===== src/rtl/simple_isa_pkg.sv =====
// simple_isa_pkg: instruction classes, op3 codes, phase indices and execute FSM states
package simple_isa_pkg;
  localparam logic [1:0] CL_LD  = 2'b00;
  localparam logic [1:0] CL_ST  = 2'b01;
  localparam logic [1:0] CL_LI  = 2'b10;
  localparam logic [1:0] CL_ALU = 2'b11;
  localparam logic [3:0] OP_ADD = 4'h0;
  localparam logic [3:0] OP_SUB = 4'h1;
  localparam logic [3:0] OP_AND = 4'h2;
  localparam logic [3:0] OP_OR  = 4'h3;
  localparam logic [3:0] OP_XOR = 4'h4;
  localparam logic [3:0] OP_CMP = 4'h5;
  localparam logic [3:0] OP_MOV = 4'h6;
  localparam logic [3:0] OP_SLL = 4'h8;
  localparam logic [3:0] OP_SLR = 4'h9;
  localparam logic [3:0] OP_SRL = 4'hA;
  localparam logic [3:0] OP_SRA = 4'hB;
  localparam logic [3:0] OP_IN  = 4'hC;
  localparam logic [3:0] OP_OUT = 4'hD;
  localparam logic [3:0] OP_HLT = 4'hF;
  localparam int P1 = 0;
  localparam int P2 = 1;
  localparam int P3 = 2;
  localparam int P4 = 3;
  localparam int P5 = 4;
  typedef enum logic [1:0] {IDLE, SHIFT, DONE} state_t;
  function automatic logic is_shift(input logic [3:0] op);
    return op[3:2] == 2'b10;
  endfunction
endpackage


===== src/rtl/shifter_unit.sv =====
// shifter_unit: barrel shifter, or one-bit-per-clock serial shifter when SERIAL_SHIFT_EN is defined
module shifter_unit #(
  parameter int WIDTH = 16,
  parameter int SHAMT_W = 4
) (
`ifdef SERIAL_SHIFT_EN
  input  logic               clock,
  input  logic               reset,
  input  logic               i_load,
  output logic               o_last,
`endif
  input  logic [1:0]         i_kind,
  input  logic [SHAMT_W-1:0] i_d,
  input  logic [WIDTH-1:0]   i_val,
  output logic [WIDTH-1:0]   o_res,
  output logic               o_c
);
`ifdef SERIAL_SHIFT_EN
  logic [WIDTH-1:0] r_sh;
  logic [SHAMT_W-1:0] r_cnt;
  logic [1:0] r_kind;
  // o_res is the next single-bit step of the shift register
  assign o_res = r_kind[1] ? {r_kind[0] & r_sh[WIDTH-1], r_sh[WIDTH-1:1]}
                           : {r_sh[WIDTH-2:0], r_kind[0] & r_sh[WIDTH-1]};
  assign o_c = r_kind[1] ? r_sh[0] : r_sh[WIDTH-1];
  assign o_last = r_cnt == SHAMT_W'(1);
  always_ff @(posedge clock) begin
    if (!reset) begin
      r_sh <= '0;
      r_cnt <= '0;
      r_kind <= '0;
    end else if (i_load) begin
      r_sh <= i_val;
      r_cnt <= i_d;
      r_kind <= i_kind;
    end else if (r_cnt != '0) begin
      r_sh <= o_res;
      r_cnt <= r_cnt - 1'b1;
    end
  end
`else
  logic [2*WIDTH-1:0] w_l, w_rl;
  logic signed [2*WIDTH-1:0] w_ra;
  // double-width shifts leave the last bit shifted out just across the word boundary
  assign w_l = {{WIDTH{1'b0}}, i_val} << i_d;
  assign w_rl = {i_val, {WIDTH{1'b0}}} >> i_d;
  assign w_ra = $signed({i_val, {WIDTH{1'b0}}}) >>> i_d;
  always_comb begin
    o_res = i_kind[1] ? (i_kind[0] ? w_ra[2*WIDTH-1:WIDTH] : w_rl[2*WIDTH-1:WIDTH])
                      : (w_l[WIDTH-1:0] | (i_kind[0] ? w_l[2*WIDTH-1:WIDTH] : '0));
    o_c = i_kind[1] ? (i_kind[0] ? w_ra[WIDTH-1] : w_rl[WIDTH-1]) : w_l[WIDTH];
  end
`endif
endmodule


===== src/rtl/alu_execute.sv =====
// alu_execute: execute stage latching DR and S/Z/C/V at p3; SERIAL_SHIFT_EN selects serial shifts with stall
module alu_execute
  import simple_isa_pkg::*;
#(
  parameter int WIDTH = 16,
  parameter int SHAMT_W = 4
) (
  input  logic             clock,
  input  logic             reset,
  input  logic [4:0]       phasecounter,
  input  logic [15:0]      command,
  input  logic [WIDTH-1:0] AR,
  input  logic [WIDTH-1:0] BR,
  input  logic [WIDTH-1:0] ext_in,
  output logic [WIDTH-1:0] DR,
  output logic             S,
  output logic             Z,
  output logic             C,
  output logic             V,
  output logic             stall
);
  logic [1:0] w_cls;
  logic [3:0] w_op;
  logic [SHAMT_W-1:0] w_d;
  logic w_p3, w_go, w_shift, w_sh_c, w_c, w_v, w_wr_dr, w_wr_fl;
  logic [WIDTH:0] w_sum, w_dif;
  logic [WIDTH-1:0] w_imm, w_res, w_sh_res;
  assign w_cls = command[15:14];
  assign w_op = command[7:4];
  assign w_d = command[SHAMT_W-1:0];
  assign w_p3 = phasecounter[P3];
  assign w_imm = {{(WIDTH-8){command[7]}}, command[7:0]};
  assign w_sum = {1'b0, BR} + {1'b0, AR};
  assign w_dif = {1'b0, BR} - {1'b0, AR};
  assign w_shift = (w_cls == CL_ALU) && is_shift(w_op);
`ifdef SERIAL_SHIFT_EN
  state_t r_state, w_next;
  logic w_start, w_last;
  assign w_go = w_p3 && (r_state == IDLE);
  assign w_start = w_go && w_shift && (w_d != '0);
  always_ff @(posedge clock) r_state <= !reset ? IDLE : w_next;
  always_comb begin
    w_next = r_state;
    stall = reset && (w_start || r_state == SHIFT);
    if (w_start) w_next = SHIFT;
    else if (r_state == SHIFT && w_last) w_next = DONE;
    else if (r_state == DONE && !w_p3) w_next = IDLE;
  end
  shifter_unit #(.WIDTH(WIDTH), .SHAMT_W(SHAMT_W)) u_shift (
    .clock(clock), .reset(reset), .i_load(w_start), .o_last(w_last),
    .i_kind(w_op[1:0]), .i_d(w_d), .i_val(BR), .o_res(w_sh_res), .o_c(w_sh_c)
  );
`else
  assign w_go = w_p3;
  assign stall = 1'b0;
  shifter_unit #(.WIDTH(WIDTH), .SHAMT_W(SHAMT_W)) u_shift (
    .i_kind(w_op[1:0]), .i_d(w_d), .i_val(BR), .o_res(w_sh_res), .o_c(w_sh_c)
  );
`endif
  always_comb begin
    w_res = '0;
    w_c = 1'b0;
    w_v = 1'b0;
    w_wr_dr = 1'b0;
    w_wr_fl = 1'b0;
    if (w_cls == CL_ALU) begin
      w_wr_dr = 1'b1;
      w_wr_fl = 1'b1;
      case (w_op)
        OP_ADD: begin
          w_res = w_sum[WIDTH-1:0];
          w_c = w_sum[WIDTH];
          w_v = (BR[WIDTH-1] == AR[WIDTH-1]) && (w_sum[WIDTH-1] != BR[WIDTH-1]);
        end
        OP_SUB, OP_CMP: begin
          w_res = w_dif[WIDTH-1:0];
          w_c = w_dif[WIDTH];
          w_v = (BR[WIDTH-1] != AR[WIDTH-1]) && (w_dif[WIDTH-1] != BR[WIDTH-1]);
          w_wr_dr = w_op == OP_SUB;
        end
        OP_AND: w_res = BR & AR;
        OP_OR:  w_res = BR | AR;
        OP_XOR: w_res = BR ^ AR;
        OP_MOV: w_res = AR;
        OP_IN:  w_res = ext_in;
        OP_SLL, OP_SLR, OP_SRL, OP_SRA: begin
`ifdef SERIAL_SHIFT_EN
          // only a zero-distance shift completes here; the rest go through the FSM
          w_res = BR;
          w_wr_dr = w_d == '0;
          w_wr_fl = w_d == '0;
`else
          w_res = w_sh_res;
          w_c = w_sh_c;
`endif
        end
        default: begin
          w_wr_dr = 1'b0;
          w_wr_fl = 1'b0;
        end
      endcase
    end else if (w_cls == CL_LI) begin
      w_res = w_imm;
      w_wr_dr = command[13:11] == 3'b000;
    end else begin
      w_res = BR + w_imm;
      w_wr_dr = 1'b1;
    end
  end
  always_ff @(posedge clock) begin
    if (!reset) begin
      DR <= '0;
      {S, Z, C, V} <= 4'b0000;
    end else begin
      if (w_go && w_wr_dr) DR <= w_res;
      if (w_go && w_wr_fl) {S, Z, C, V} <= {w_res[WIDTH-1], w_res == '0, w_c, w_v};
`ifdef SERIAL_SHIFT_EN
      if (r_state == SHIFT && w_last) begin
        DR <= w_sh_res;
        {S, Z, C, V} <= {w_sh_res[WIDTH-1], w_sh_res == '0, w_sh_c, 1'b0};
      end
`endif
    end
  end
endmodule


===== config.mk =====
export PLATFORM = sky130hd
export DESIGN_NAME = alu_execute
export DESIGN_NICKNAME = d
export VERILOG_FILES = /design/src/rtl/simple_isa_pkg.sv /design/src/rtl/shifter_unit.sv /design/src/rtl/alu_execute.sv
export SDC_FILE = /design/constraint.sdc
export NUM_CORES = 1
export LEC_CHECK = 0
export ABC_AREA = 1
export CAP_MARGIN = 30
export CORE_ASPECT_RATIO = 1.2
export CORE_UTILIZATION = 40
export CTS_BUF_LIST = sky130_fd_sc_hd__clkbuf_4
export CTS_CLUSTER_DIAMETER = 60
export DETAILED_ROUTE_END_ITERATION = 10
export GPL_ROUTABILITY_DRIVEN = 0
export GPL_TIMING_DRIVEN = 0
export PLACE_DENSITY = 0.61
export SYNTH_ARGS = -nofsm -noshare
export SYNTH_HDL_FRONTEND = slang
export SYNTH_HIERARCHICAL = 1
export SYNTH_SLANG_ARGS = --single-unit

===== constraint.sdc =====
create_clock -name clock -period 2 [get_ports clock]
set_input_delay 0.2 -clock clock [delete_from_list [all_inputs] [get_ports clock]]
set_output_delay 0.2 -clock clock [all_outputs]
set_load 0.005 [all_outputs]

==> impl_metrics.toml, run 1 <==
[outcome]
status = "finished, violations left"
violations = "setup timing"

[setup_path]
path_class = "input port to flop"
crit_path_start_kind = "input port"
cp_num_buf_inv = 6
path_cells = "buf_6 > buf_8 > inv_8 > buf_16 > nand2_4 > nand3_2 > nand3_2 > nand3_1 > nand2_1 > inv_1 > nand2_1 > inv_1 > nand2_1 > o21ai_1 > nor3_2 > nand3_2 > nand2_2 > nand2_2 > nor2_1 > nand2_1 > nor2_2 > nand3_2 > a21oi_2"
reg2regPathDepth = 3
worstPathRequired_ns = 2.25
critPathMaxStageDelay_ns = 0.31
crit_family = "simple AND/OR/NAND/NOR gates"
critPathArrivalTime_ns = 2.47
cp-end-kind = "flop"
cp.depth = 23
slowest_stage = "nor3_2"
cp_max_fo = 9

[power]
power_frac_seq = 0.136
power.density_mw_per_mm2 = 349
ir_drop_mv = 0.213
power.leakage_nw = 4.94
power.share.switching = 0.519
clockPowerShare = 0.103
switchingPower_mw = 1.72
intPower_mw = 1.59
combPwrFrac = 0.762
totalPowerFinal_mw = 3.31

[synthesis]
synth_top_area_share = 0.237
synth_enable_flop_cells = 0
synth_flop_cell = "dfxtp_1"
postSynthCellCount = 1336
yosysSeqAreaShare = 0.0576
yosysWarningCount = 6
netlist_top_cells_count = "nand2_1 (440), nand3_1 (249), inv_1 (170)"
avgSynthCellArea_um2 = 5.21
post-synth-top-area-cell = "nand2_1"
async_reset_ff_frac = 0
synth_seq_cells = 20
yosysMostFrequentCell = "nand2_1"
syn_nets = 1476
netlist_area_mm2 = 0.00696
synth_area_leaders = "nand2_1 (24%), nand3_1 (18%), ha_1 (12%)"
synth_cell_types = 48

[cts]
numCtsBuffers = 3
cts_tree = "yes"
cts.clk_slew.worst_paths_ns = 0.11
cts_sinks = 20
htree_levels = 1
ctsHoldBuffers = 0
root_buffer = "clkbuf_4"
ctsLongestPathBuffers = 2
clock_latency_ns = 0.30

[global_route]
grt.overflow.total = 0
antenna_found_initial = 0
grt_usage = 0.335
first_global_vias = 8762
grt_max_degree = 15
grt_pass1_wl_um = 46600

[sta]
relSlewSlack = 0.509
max_freq_ghz = 0.450
slew_viol_final = 0
layout_setup_ws_ns = -0.223
setup_viol = 2
layout_min_cycle_time_ns = 2.22
hold_viol = 0
setup_tns_ns = -0.239
rsz0062_at_grt = "true"
fin_hold_ws_ns = 0.355
fin_skew_ns = 0
worstMarginPinSlew_ns = 0.733
period_share = 1.11

[route]
drtIter0Drc = 775
wl_per_cell_um = 18.3
drt_wl_total_um = 30600
num_vias = 9483
drc = 0
ant_nets = 0
viasPerCell = 5.67
firstDrtPassIters = 9

[finish]
final_nets = 1597
finalInstanceArea_mm2 = 0.00949
stdcell_count = 1672
num_antenna_cells = 0
nFillCells = 1803
syn2layout_area_growth_pct = 36.4
final_util = 0.561
drive_above_1_share = 0.249

[placement]
dp_slack_ns = -1.39
hpwl_um = 23400
placed_cell_area_mm2 = 0.00805
placed_cells = 1634
io_buffer_count = 82

[floorplanning]
die_height_um = 146
initial_utilization = 0.411
die_area_mm2 = 0.0179
core_area_mm2 = 0.0169
die_width_um = 122
rows = 52
io_pins = 92

[worst_hold_path]
min_path_cells = 5
min_path_type = "input port to flop"

[flow_run]
max-cap-violations = 0
cells by family after synthesis:
logic type,count (synthesis),synth area share
fa+ha+maj,69,0.127
buf+inv,237,0.150
compound gates,145,0.120
flops,20,0.0576
simple gates,858,0.537
xor+xnor,6,0.00756
other cells,1,0.000539
worst min-delay path, delay by kind of cell:
family / cells / cell delay [ns]
AO/OA/AOI/OAI: 2 / 0.24
buffers and inverters: 2 / 0.15
AND/OR/NAND/NOR: 1 / 0.05
registers in the layout, indices dropped and copies added, names as in the netlist:
| signal | flops |
|---|---|
| DR | 16 |
| V | 1 |
| C | 1 |
| S | 1 |
| Z | 1 |
what timing repair did:
item / 4_1_cts / 5_1_grt
gates cloned: 2 / 2
pin swaps: 57 / 48
resized for setup: 379 / 107
setup endpoints to repair: 20 / 17
buffers inserted: 18 / 12
power groups by stage:
stage / Clock, mW / Sequential, mW / Combinational, mW
floorplan: 0 / 0.458 / 1.32
global route: 0.352 / 0.453 / 2.73
CTS: 0.337 / 0.450 / 2.30
finish: 0.340 / 0.449 / 2.52
global placement: 0 / 0.458 / 2.02
detailed placement: 0 / 0.459 / 2.03
worst paths after layout:
path,start,to,slack (ns)
max,command[0],Z$_SDFFE_PN0P_,-0.22
min,command[0],DR[0]$_SDFFE_PN0P_,0.35
max reg2reg,S$_SDFFE_PN0P_,S$_SDFFE_PN0P_,1.27
min reg2reg,C$_SDFFE_PN0P_,C$_SDFFE_PN0P_,0.47
placed cells by master, fill, tap and decap left out, drive strengths merged, types with 3 or more instances in the layout:
cell type        n
o2111ai          3
xnor2            3
a21oi           50
buf             89
nand2          455
o22ai           15
nand3          252
nand4           14
dlygate4sd2      4
clkdlybuf4s50   43
o21bai           6
nor2           108
dfxtp           20
fa               3
ha              66
o211ai           8
clkbuf          22
clkdlybuf4s15    7
o21ai           53
xor2             3
nor3            20
inv            188
and2             7
layout make-up:
cell class	instances	area [um2]	area share
Buffer	47	470	0.0496
Clock buffer	3	22.5	0.00237
Clock inverter	1	30.0	0.00317
Inverter	190	741	0.0781
Multi-Input combinational cell	1080	6480	0.683
Sequential cell	20	400	0.0422
Tap cell	216	270	0.0285
Timing Repair Buffer	115	1070	0.113
layer usage:
metal	up-vias	routed length, um	GRT usage
met5	-	0	0
met4	0	1850	0.185
met3	119	2520	0.0258
met2	510	14400	0.558
met1	4272	11900	0.420
li1	4582	-	-
Power figures use the tool's default switching activity.
==> run 2, diff against run 1 <==
PLACE_DENSITY = 0.64   (was 0.61)
SKIP_CTS_REPAIR_TIMING = 1   (was unset)
==> impl_metrics.toml, run 2 (synthesized netlist as in run 1, its figures left out) <==
[finish]
finalInstanceArea_mm2 = 0.00940
num_antenna_cells = 0
nFillCells = 1797
seq_area_um2 = 400
final_nets = 1588
multi_input_area_mm2 = 0.00646
final_util = 0.556
final_common_cell = "nand2_1"
largest_register_ffs = 16
syn2layout_area_growth_pct = 35.2
drive_above_1_share = 0.243
final_cell_mix = "nand2_1 (388), nand3_1 (192), inv_1 (147)"
top_register = "DR"

[sta]
rsz0062_at_grt = "true"
hold_viol = 0
setup_viol = 4
layout_setup_ws_ns = -0.248
fin_skew_ns = 0
slew_viol_final = 0
worstMarginPinSlew_ns = 0.765
max_freq_ghz = 0.445
relSlewSlack = 0.488
layout_min_cycle_time_ns = 2.25
period_share = 1.12

[cts]
cts.clk_slew.worst_paths_ns = 0.10
root_buffer = "clkbuf_4"
clock_latency_ns = 0.31
htree_levels = 1
numCtsBuffers = 3
cts_tree = "yes"
ctsLongestPathBuffers = 2
cts_sinks = 20

[power]
power_frac_seq = 0.143
clockPowerShare = 0.061
intPower_mw = 1.44
totalPowerFinal_mw = 3.13
ir_drop_mv = 0.185
combPwrFrac = 0.795
power.density_mw_per_mm2 = 332
switchingPower_mw = 1.68
power.leakage_nw = 4.95
power.share.switching = 0.538

[floorplanning]
io_pins = 92
die_width_um = 122
core_area_mm2 = 0.0169
die_height_um = 146
die_area_mm2 = 0.0179
rows = 52
initial_utilization = 0.411

[route]
ant_nets = 0
drtIter0Drc = 927
drc = 0
drt_wl_total_um = 30200
viasPerCell = 5.72
num_vias = 9514
wl_per_cell_um = 18.2
firstDrtPassIters = 6

[setup_path]
path_class = "input port to flop"
cp_max_fo = 7
r2r_end = "S$_SDFFE_PN0P_"
reg2reg_slack_ns = 1.21
cp-end-kind = "flop"
reg2regPathDepth = 3
r2r-start = "S$_SDFFE_PN0P_"
worstPathRequired_ns = 2.25
critPathArrivalTime_ns = 2.50
crit_path_start_kind = "input port"

[global_route]
grt_max_degree = 15
grt_usage = 0.313
first_global_vias = 8364
grt_pass1_wl_um = 43500
grt.overflow.total = 0
antenna_found_initial = 0

[worst_hold_path]
min_path_type = "input port to flop"
hp-start = "BR[15]"
hold-path-endpoint = "V$_SDFFE_PN0P_"
min_path_cells = 4

[flow_run]
max-cap-violations = 0

[placement]
hpwl_um = 23000
io_buffer_count = 82
placed_cell_area_mm2 = 0.00805

[outcome]
status = "finished, violations left"
violations = "setup timing"
run 2: cell count changes in the layout (fill, tap and decap cells not counted), moves of 4 or more:
cell,delta
dlymetal6s2s_1,+10
a21oi_2,-6
a21oi_1,+5
clkdlybuf4s15_2,-5
nand3_2,+5
buf_4,-4
clkbuf_2,+4
clkbuf_4,-4
dlygate4sd2_1,-4
nand3_1,-4
o21ai_0,-4
run 2: worst max path at each step:
stage                          end  depth (start not counted)       start  slack [ns]
floorplan           Z$_SDFFE_PN0P_                         19      AR[10]        0.02
global placement    Z$_SDFFE_PN0P_                         19  command[4]       -1.42
detailed placement  Z$_SDFFE_PN0P_                         19  command[4]       -1.40
CTS                 Z$_SDFFE_PN0P_                         19  command[4]       -1.09
global route        Z$_SDFFE_PN0P_                         21  command[0]       -0.39
finish              Z$_SDFFE_PN0P_                         21  command[3]       -0.25
run 2: critical path: stages:
cell and delay, ns:
buf_4 0.12, buf_8 0.14, clkinvlp_4 0.13, nor2_4 0.25
buf_4 0.16, nand3_1 0.07, nand2_1 0.07, inv_1 0.04
nand2_1 0.06, inv_1 0.04, nand2_1 0.07, o21ai_1 0.08
nor3_2 0.22, nand3_2 0.17, nand2_1 0.11, nand2_1 0.08
nor2_1 0.09, nand2_1 0.07, nor2_2 0.10, nand3_2 0.09
a21oi_2 0.12
run 2: layout make-up:
class                      instances  area share
sequential                        20      0.0426
clock buffer                       3     0.00240
inverter                         190      0.0799
multi-input combinational       1079       0.687
tap                              216      0.0288
timing repair buffer             107       0.110
buffer                            47      0.0487
run 2: layer usage:
layer	vias to the layer above	track usage	part of all wire
li1	4555	-	-
met1	4325	0.399	0.39
met2	510	0.525	0.46
met3	124	0.0242	0.080
met4	0	0.148	0.062
met5	-	0	0
run 2: through the flow:
step | setup TNS (ns) | hold slack, ns | worst slack, ns | instances
final | -0.429 | 0.332 | -0.248 | 1662
after global routing | -1.11 | 0.367 | -0.387 | 1662
after CTS | -14.20 | 0.474 | -1.09 | 1637
after detailed placement | -20.67 | 0.464 | -1.40 | 1634
after global placement | -20.60 | 0.454 | -1.42 | 1634
after floorplan | 0 | 0.338 | 0.0190 | 1336
run 2: power by group through the flow:
stage | Sequential (mW) | Clock (mW) | Combinational, mW
global route | 0.451 | 0.210 | 2.68
detailed placement | 0.458 | 0 | 2.02
CTS | 0.449 | 0.195 | 2.02
finish | 0.448 | 0.192 | 2.49
global placement | 0.458 | 0 | 2.01
floorplan | 0.458 | 0 | 1.32
==> run 3, diff against run 2 <==
CELL_PAD_IN_SITES_DETAIL_PLACEMENT = 0   (was unset)
CELL_PAD_IN_SITES_GLOBAL_PLACEMENT = 1   (was unset)
CORE_MARGIN = 1.5   (was unset)
CORE_UTILIZATION = 35   (was 40)
CTS_CLUSTER_SIZE = 14   (was unset)
PLACE_DENSITY = 0.81   (was 0.64)
==> impl_metrics.toml, run 3 (synthesized netlist as in run 1, its figures left out) <==
[setup_path]
startpoint = "command[0]"
cp_max_fo = 9
cp_num_buf_inv = 4
cp-end-kind = "flop"
slowest_stage = "nor3_2"
path_cells = "buf_6 > buf_8 > inv_8 > buf_12 > nand2_8 > nand3_2 > nand3_1 > nand2_2 > nand2_1 > nand3_1 > and2_1 > nand2_1 > o21ai_1 > nor3_2 > nand3_1 > nand2_1 > nand3_2 > nor2_1 > nand2_1 > nor2_2 > nand3_2 > a21oi_2"
cp_common_cell = "nand2_1"
critPathArrivalTime_ns = 2.55
r2r-start = "S$_SDFFE_PN0P_"
worstPathRequired_ns = 2.25
crit_family = "simple AND/OR/NAND/NOR gates"
path_class = "input port to flop"
critPathMaxStageDelay_ns = 0.21
crit_path_start_kind = "input port"

[sta]
max_freq_ghz = 0.433
hold_viol = 0
fin_skew_ns = 0
layout_setup_ws_ns = -0.309
relSlewSlack = 0.549
setup_viol = 3
slew_viol_final = 0
worstMarginPinSlew_ns = 0.674
layout_min_cycle_time_ns = 2.31
period_share = 1.15
rsz0062_at_grt = "true"
setup_tns_ns = -0.558

[cts]
cts_tree = "yes"
cts_sinks = 20
htree_levels = 1
cts.clk_slew.worst_paths_ns = 0.10
ctsLongestPathBuffers = 2
root_buffer = "clkbuf_4"
numCtsBuffers = 3
clock_latency_ns = 0.30

[global_route]
grt_pass1_wl_um = 46300
grt_max_degree = 15
antenna_found_initial = 0
grt_usage = 0.285
grt.overflow.total = 0
first_global_vias = 8614

[route]
drc = 0
drtIter0Drc = 880
ant_nets = 0
viasPerCell = 5.54
wl_per_cell_um = 18.6
drt_wl_total_um = 31900
firstDrtPassIters = 6
num_vias = 9478

[outcome]
violations = "setup timing"
status = "finished, violations left"

[floorplanning]
die_area_mm2 = 0.0207
die_width_um = 132
die_height_um = 157
io_pins = 92
core_area_mm2 = 0.0195
rows = 56
initial_utilization = 0.356

[flow_run]
max-cap-violations = 0

[finish]
final_common_cell = "nand2_1"
stdcell_count = 1710
nFillCells = 2148
top_register = "DR"
largest_register_ffs = 16
final_nets = 1590
finalInstanceArea_mm2 = 0.00930
drive_above_1_share = 0.237
num_antenna_cells = 0
final_cell_mix = "nand2_1 (390), nand3_1 (195), inv_1 (152)"
syn2layout_area_growth_pct = 33.7

[placement]
placed_cell_area_mm2 = 0.00810
placed_cells = 1679
io_buffer_count = 82
hpwl_um = 24700

[power]
power.density_mw_per_mm2 = 335
power.leakage_nw = 4.91
ir_drop_mv = 0.196

[worst_hold_path]
hp-start = "BR[15]"
min_path_type = "input port to flop"
[run 3: changes by cell type in the layout (fill, tap and decap cells not counted), moves of 3 or more]
| cell | before | now |
|---|---|---|
| a21oi_1 | 39 | 36 |
| a21oi_2 | 10 | 13 |
| buf_12 | 6 | 3 |
| buf_2 | 5 | 9 |
| buf_4 | 43 | 40 |
| clkbuf_4 | 8 | 13 |
| inv_1 | 147 | 152 |
| inv_2 | 34 | 30 |
| nand3_1 | 192 | 195 |
| o21ai_1 | 19 | 22 |
[run 3: layout make-up]
class                           instances  area, um2  share of cell area
Sequential cell                        20        400              0.0431
Tap cell                              261        327              0.0351
Timing Repair Buffer                  108        970               0.104
Multi-Input combinational cell       1080       6380               0.686
Inverter                              190        741              0.0796
Clock buffer                            3       22.5             0.00242
Buffer                                 47        457              0.0491
Clock inverter                          1       3.75            0.000404
[run 3: worst register-to-register path: cells and delay by family, from the launching register on]
kind                   cells  cell delay (ns)
buffers and inverters      1             0.04
flip-flops                 1             0.33
AO/OA/AOI/OAI              2             0.25
[run 3: per-stage QoR]
| step | power [mW] | utilization | hold slack, ns | worst slack (ns) |
|---|---|---|---|---|
| floorplan | 1.78 | - | 0.338 | 0.0190 |
| global placement | 2.51 | 0.414 | 0.458 | -1.53 |
| detailed placement | 2.51 | 0.414 | 0.460 | -1.56 |
| CTS | 2.71 | 0.416 | 0.476 | -1.23 |
| global route | 3.35 | 0.476 | 0.365 | -0.435 |
| finish | 3.12 | 0.476 | 0.347 | -0.309 |
[run 3: path summary, 6_finish.rpt]
kind	slack, ns	to	cells past startpoint
setup / recovery	-0.31	Z$_SDFFE_PN0P_	22
hold / removal	0.35	V$_SDFFE_PN0P_	4
setup reg to reg	1.29	S$_SDFFE_PN0P_	3
hold reg to reg	0.47	C$_SDFFE_PN0P_	2
[run 3: power by group]
group          total (mW)  switching [mW]  internal, mW
logic                2.47            1.55         0.912
clock network       0.202           0.129        0.0729
registers           0.448          0.0172         0.431
total                3.12            1.70          1.42
[run 3: routing by layer]
| metal | vias up | routed length, um | global-route usage |
|---|---|---|---|
| met5 | - | 0 | 0 |
| met4 | 0 | 2190 | 0.151 |
| met3 | 159 | 2150 | 0.0235 |
| met2 | 498 | 14700 | 0.497 |
| met1 | 4275 | 12800 | 0.351 |
| li1 | 4546 | - | - |
